[config.mk]
export PLATFORM = sky130hd
export DESIGN_NAME = boot_loader
export DESIGN_NICKNAME = d
export VERILOG_FILES = /design/src/rtl/boot_loader.sv
export SDC_FILE = /design/constraint.sdc
export NUM_CORES = 1
export LEC_CHECK = 0
export ABC_AREA = 1
export CORE_ASPECT_RATIO = 1.2
export CORE_MARGIN = 2
export CORE_UTILIZATION = 45
export DETAILED_ROUTE_END_ITERATION = 8
export HOLD_SLACK_MARGIN = 0.03
export PLACE_DENSITY = 0.75
export SETUP_SLACK_MARGIN = 0.1
export SKIP_CTS_REPAIR_TIMING = 1
export SLEW_MARGIN = 5
export SYNTH_ARGS = -nofsm -noshare
export SYNTH_HDL_FRONTEND = slang
export SYNTH_SLANG_ARGS = --single-unit
[constraint.sdc]
create_clock -name Clk -period 2.65 [get_ports Clk]
set_clock_uncertainty 0.1 [all_clocks]
set_input_delay 0.265 -clock Clk [delete_from_list [all_inputs] [get_ports Clk]]
set_output_delay 0.265 -clock Clk [all_outputs]
set_load 0.01 [all_outputs]
[src/rtl/boot_loader.sv]
// Purpose: program loader; length header, LE word assembly, imem writes, XOR checksum.
// Latency: 1 byte/cycle; one WRITE stall cycle per word; Done the cycle after checksum.
// Backpressure: InReady low in WRITE, DONE and ERR; a byte offered then stays pending.
//
// Ports:
//   Clk, Reset (async active-low), Start (restart pulse from DONE/ERR)
//   InValid/InData/InReady : byte stream handshake
//   IMemWAddr/IMemWData/IMemWr : instruction memory write port
//   CpuHold : holds the processor in reset until a good load completes
//   Done/Error : load outcome; WordCount : words written in the current load
module boot_loader #(
    parameter logic [31:0] BASE_ADDR = 32'h0000_0000,
    parameter int          MAX_WORDS = 1024
) (
    input  logic        Clk,
    input  logic        Reset,
    input  logic        Start,
    input  logic        InValid,
    input  logic [7:0]  InData,
    output logic        InReady,
    output logic [31:0] IMemWAddr,
    output logic [31:0] IMemWData,
    output logic        IMemWr,
    output logic        CpuHold,
    output logic        Done,
    output logic        Error,
    output logic [31:0] WordCount
);

    typedef enum logic [2:0] {
        HDR   = 3'd0,
        DATA  = 3'd1,
        WRITE = 3'd2,
        CHK   = 3'd3,
        DONE  = 3'd4,
        ERR   = 3'd5
    } state_t;

    state_t      state;
    state_t      stateNext;

    logic [1:0]  byteIdx;
    logic [31:0] lenReg;
    logic [31:0] wordReg;
    logic [31:0] addrReg;
    logic [31:0] wordCnt;
    logic [7:0]  acc;

    logic        fire;
    logic        restart;
    logic [31:0] hdrLen;

    assign fire    = InValid && InReady;
    assign restart = Start && ((state == DONE) || (state == ERR));
    // Complete length as seen while the 4th header byte is on the bus.
    assign hdrLen  = {InData, lenReg[23:0]};

    assign IMemWAddr = addrReg;
    assign IMemWData = wordReg;
    assign WordCount = wordCnt;

    // State register
    always_ff @(posedge Clk or negedge Reset) begin
        if (!Reset) begin
            state <= HDR;
        end else begin
            state <= stateNext;
        end
    end

    // Next-state and Moore outputs
    always_comb begin
        stateNext = state;
        InReady   = 1'b0;
        IMemWr    = 1'b0;
        CpuHold   = 1'b1;
        Done      = 1'b0;
        Error     = 1'b0;
        case (state)
            HDR: begin
                InReady = 1'b1;
                if (fire && (byteIdx == 2'd3)) begin
                    if (hdrLen == 32'd0) begin
                        stateNext = CHK;
                    end else if (hdrLen > 32'(MAX_WORDS)) begin
                        stateNext = ERR;
                    end else begin
                        stateNext = DATA;
                    end
                end
            end
            DATA: begin
                InReady = 1'b1;
                if (fire && (byteIdx == 2'd3)) begin
                    stateNext = WRITE;
                end
            end
            WRITE: begin
                IMemWr = 1'b1;
                // wordCnt increments at the end of this cycle, so compare the new value.
                if ((wordCnt + 32'd1) == lenReg) begin
                    stateNext = CHK;
                end else begin
                    stateNext = DATA;
                end
            end
            CHK: begin
                InReady = 1'b1;
                if (fire) begin
                    stateNext = (InData == acc) ? DONE : ERR;
                end
            end
            DONE: begin
                CpuHold = 1'b0;
                Done    = 1'b1;
                if (Start) begin
                    stateNext = HDR;
                end
            end
            ERR: begin
                Error = 1'b1;
                if (Start) begin
                    stateNext = HDR;
                end
            end
            default: begin
                stateNext = HDR;
            end
        endcase
    end

    // Datapath: header/word assembly, checksum, address and word counter
    always_ff @(posedge Clk or negedge Reset) begin
        if (!Reset) begin
            byteIdx <= 2'd0;
            lenReg  <= 32'd0;
            wordReg <= 32'd0;
            addrReg <= BASE_ADDR;
            wordCnt <= 32'd0;
            acc     <= 8'd0;
        end else if (restart) begin
            byteIdx <= 2'd0;
            lenReg  <= 32'd0;
            wordReg <= 32'd0;
            addrReg <= BASE_ADDR;
            wordCnt <= 32'd0;
            acc     <= 8'd0;
        end else begin
            if (fire) begin
                // The checksum byte is compared, never folded in.
                if (state != CHK) begin
                    acc <= acc ^ InData;
                end
                if (state == HDR) begin
                    lenReg[{byteIdx, 3'b000} +: 8] <= InData;
                end
                if (state == DATA) begin
                    wordReg[{byteIdx, 3'b000} +: 8] <= InData;
                    // Address latched as the word completes; it then persists
                    // through later states so DONE shows the last address written.
                    if (byteIdx == 2'd3) begin
                        addrReg <= BASE_ADDR + (wordCnt << 2);
                    end
                end
                if ((state == HDR) || (state == DATA)) begin
                    byteIdx <= byteIdx + 2'd1;
                end
            end
            if (state == WRITE) begin
                wordCnt <= wordCnt + 32'd1;
            end
        end
    end

endmodule
# Word level (Yosys, flattened, before mapping)
# Cells that the tools add are included.
[word_totals]
ff_bits = 141
inputBits = 12
output_inout_bits = 101
elab_cells = 83
[classes]
n_addsub = 3
n_lt_le_gt_ge = 1
n_eq_ne = 13
shifts = 2
n_mux = 34
bitwise_logic = 1
reduce_logical = 22
[ops]
columns = ["op", "count"]
rows = [
  ["32-bit 2-to-1 mux", 12],
  ["32-bit bitwise mux", 2],
  ["32-bit by 1-bit adder with 32-bit output, second input constant", 1],
  ["32-bit equality test", 1],
  ["32-bit by 11-bit greater-than comparator with 1-bit output, second input constant", 1],
  ["32-bit logical NOT", 1],
  ["8-bit by 7-bit variable shift with 32-bit output, first input constant", 1],
  ["8-bit by 7-bit indexed part select with 32-bit output", 1],
  ["8-bit 2-to-1 mux", 3],
  ["3-bit 2-to-1 mux", 6],
  ["3-bit case mux with 5 select lines", 1],
  ["2-bit nonzero test", 7],
  ["8-bit equality test", 1],
  ["2-bit 2-to-1 mux", 4],
  ["2-bit AND reduction", 4],
  ["8-bit bitwise XOR", 1],
  ["5-bit negation with 7-bit output", 1],
  ["3-bit by 2-bit equality test with 1-bit output, second input constant", 2],
  ["3-bit equality test, second input constant", 2],
  ["1-bit 2-to-1 mux", 6],
  ["2-bit inequality test, second input constant", 3],
  ["4-bit AND reduction", 1],
  ["3-bit by 1-bit equality test with 1-bit output, second input constant", 1],
  ["1-bit logical AND", 3],
  ["other kinds (9)", 10],
]

# Logic depth before layout (Yosys ltp)
[depth]
ltp_word = 7
depth_mapped = 17
depth_no_buf = 17

# Worst setup path before layout
# Ideal clock, no wire load.
[synth_timing]
kind = "register to register"
start = "register wordCnt[0] (netlist: WordCount[0])"
end = "register state[1]"
setup_ps = 65
arrival_ps = 1900
required_ps = 2485
setup_slack_ps = 585
stages_incl_launch_ff = 16
n_path_buf = 0
synth_period_minus_slack_ps = 2065
path_cell_list = "dfrtp_1 > ha_1 > nand2_1 > nor2_4 > nand2_1 > nor2_2 > nand3_1 > nand3_1 > nand2_1 > nor2_1 > nand2_1 > nor2_1 > nand3_1 > nand2_1 > nand2_1 > nand2_1"
[synth_via]
elab_chain_len = 4
[synth_rtl]
columns = ["item", "line", "text"]
rows = [
  ["start, declared", "46", "logic [31:0] wordCnt;"],
  ["start signal, assigned", "170", "wordCnt <= wordCnt + 32'd1;"],
  ["32-bit by 1-bit adder with 32-bit output", "101", "if ((wordCnt + 32'd1) == lenReg) begin"],
  ["32-bit equality test", "101", ""],
  ["2-bit 2-to-1 mux", "101", ""],
  ["3-bit case mux with 5 select lines", "79", "case (state)"],
  ["end signal, assigned", "67", "state <= stateNext;"],
  ["end, declared", "39", "state_t state;"],
]
# Every way passes these cells.
# A chain may end at the register's enable or synchronous reset.

# Worst setup path after layout
[layout_timing]
start = "register state[2]"
end = "output port IMemWr"
[layout_via]
elab_chain_len = 2
[layout_rtl]
columns = ["item", "line", "text"]
rows = [
  ["3-bit by 2-bit equality test with 1-bit output", "79", ""],
  ["1-bit 2-to-1 mux", "79", ""],
  ["end, declared", "23", "output logic IMemWr,"],
]
# Every way passes these cells.

==> flow_summary.yaml <==
clock_tree:
  cts_buffers: 17
  root_buffer: "clkbuf_16"
  clock_latency_ns: 0.43
  clk_pin_slew_ns: 0.06
  clockBufferDepth: 2
  numClockSinks: 139
  htreeDepth: 4
  cts_tree: "yes"
sta:
  hold_viol: 0
  relSlewSlack: 0.5915
  worstMarginPinSlew_ns: 0.6128
  maxSlewViolCount: 0
  final.min_clock_period_ns: 2.452
  fin_crit_sh: 0.9253
  rsz0062_at_grt: "false"
  setup_violations: 0
  max_freq_mhz: 407.8
hold_path:
  hold_class: "in2async"
routing:
  initialDrtViolationCount: 606
  wl_per_cell_microns: 16.78
  detail_route.vias_per_cell: 5.242
  postRouteAntennaNets: 0
  first_pass_iters: 5
  vias: 6977
  drc: 0
  wl_mm: 22.33
synth:
  async_reset_ff_frac: 1.000
  synth_warnings: 0
  synth-edff-count: 0
  synth_common_cells: "nand2_1, dfrtp_1, inv_1, nand3_1, nor2_1"
  synth_ff_type: "dfrtp_1"
  yosys-top-cells-area: "dfrtp_1, nand2_1, nand3_1"
  netlist_instances: 973
  syn_area_per_cell_sq_um: 7.686
  synth_top_area_frac: 0.4651
  synth_most_common_cell: "nand2_1"
  syn-cell-area_sq_um: 7478
  synth_seq_cells: 139
  synth_top_cell_by_area: "dfrtp_1"
  synth_cell_type_count: 38
  ys_seq_area_frac: 0.4651
grt:
  grt-ovfl-total: 0
  grt_pass1_wl_mm: 34.59
  grt_max_degree: 61
  antenna_found_initial: 0
  grtUsageTotal: 0.2575
  grt_pass1_vias: 6420
setup_path:
  critPathCaptureType: "output pin"
  critPathMaxFanout: 18
  start_kind: "flip-flop"
  critical_path_arrival_ns: 2.09
  worstSetupPathType: "reg2out"
  cp.required_ns: 2.29
place:
  dp_hpwl_mm: 16.96
  placed_area_sq_um: 8925
  portBuffers: 110
  place.gp.congestion: 0.9468
final_layout:
  nNetsFinal: 1123
  antenna_cells: 0
  fin_util: 0.5923
  fin_area_sq_um: 9638
  syn_to_final_growth_pct: 28.88
  drive_gt1_frac: 0.1028
power_and_ir_drop:
  power_frac_clock: 0.226
  power_density_nw_per_um2: 1065
  p_int_w: 0.006118
  power_leakage_nw: 4.255
  share_comb_of_total_power: 0.438
  worst_ir_drop_vdd_v: 0.0005012
  seqPwrFrac: 0.336
  p_sw_w: 0.004150
  switching_share: 0.4041
  total_power_w: 0.01027
job:
  drv_cap: 0
die:
  rows: 51
  start_util: 0.4596
  die_x_microns: 121.7
  dieHeight_microns: 145.2
  num_io_pins: 113
  core_area_sq_um: 16270
  die_area_sq_um: 17670
status:
  status: "finished clean"
## metrics by stage
stage	setup slack (ns)	std cells	hold slack, ns	TNS (ns)
5_1_grt	0.09314	1331	0.3051	0
3_5_place_dp	0.0006939	1290	0.1622	0
4_1_cts	-0.009569	1322	-0.2896	-0.009569
2_1_floorplan	0.5847	974	-0.1306	0
3_3_place_gp	0.02220	1290	0.1636	0
6_report	0.1981	1331	0.2721	0
## cells in the final DEF, fill, tap and decap left out, drive strengths merged, types with 10 or more instances in the layout
cell type,n
nand2,303
dfrtp,139
clkdlybuf4s50,109
inv,108
nand3,89
nor2,85
o21ai,82
o31ai,30
buf,30
nor3,23
clkbuf,20
mux2,19
o22ai,18
xor2,10
## per-layer routing
layer  share of wire  global-route usage  vias to the layer above
li1                -                   -                     3482
met1            0.45              0.3544                     3247
met2            0.48              0.4079                      206
met3           0.043             0.03498                       42
met4           0.030              0.1075                        0
met5               0                   0                        -
## kinds of logic after synthesis
kind of cell    Yosys count  synth area share
compound gates          139            0.1111
xor+xnor                 13           0.01891
flops                   139            0.4651
mux                      19           0.02861
buf+inv                 134           0.07060
simple gates            523            0.2968
fa+ha+maj                 5          0.008365
other cells               1         0.0005014
## area by class of cell
class / count / area (sq um)
fill: 1522 / 6634
multi-input combinational: 702 / 3550
sequential: 139 / 3478
timing repair buffer: 140 / 1368
clock buffer: 20 / 466.7
inverter: 106 / 397.9
tap: 212 / 265.3
clock inverter: 12 / 112.6
## power groups by stage
stage / sequential, W / clock (W) / combinational [W]
global placement: 0.00346 / 0 / 0.00438
CTS: 0.00344 / 0.00235 / 0.00443
detailed placement: 0.00346 / 0 / 0.00441
floorplan: 0.00353 / 0 / 0.00240
global route: 0.00354 / 0.00245 / 0.00497
finish: 0.00345 / 0.00232 / 0.00449
## final timing paths
| check | depth (start not counted) | slack (ns) | from | to |
|---|---|---|---|---|
| worst max-delay path | 5 | 0.20 | state[2]$_DFFE_PN0P_ | IMemWr |
| worst min-delay path | 2 | 0.27 | Reset | IMemWData[0]$_DFFE_PN0P_ |
| worst max register to register | 15 | 0.29 | WordCount[1]$_DFFE_PN0P_ | state[1]$_DFFE_PN0P_ |
| worst min register to register | 2 | 0.38 | IMemWAddr[12]$_DFFE_PN0P_ | IMemWAddr[12]$_DFFE_PN0P_ |
| max in group asynchronous | 3 | 1.38 | Reset | IMemWAddr[29]$_DFFE_PN0P_ |
| min in group Clk | 2 | 0.38 | IMemWAddr[12]$_DFFE_PN0P_ | IMemWAddr[12]$_DFFE_PN0P_ |
## worst max-delay path: stages (launching register included)
cell and delay (ns):
dfrtp_1 0.42, inv_2 0.11, nand2_1 0.10, nor2_2 0.14, buf_4 0.29, clkdlybuf4s50_1 0.59
## sequential cells by signal, summed over array words and instances, names as in the netlist
register,flops
IMemWAddr,30
lenReg,32
byteIdx,2
state,3
WordCount,32
IMemWData,32
acc,8
Note: power is estimated with default switching activity, not from simulation.
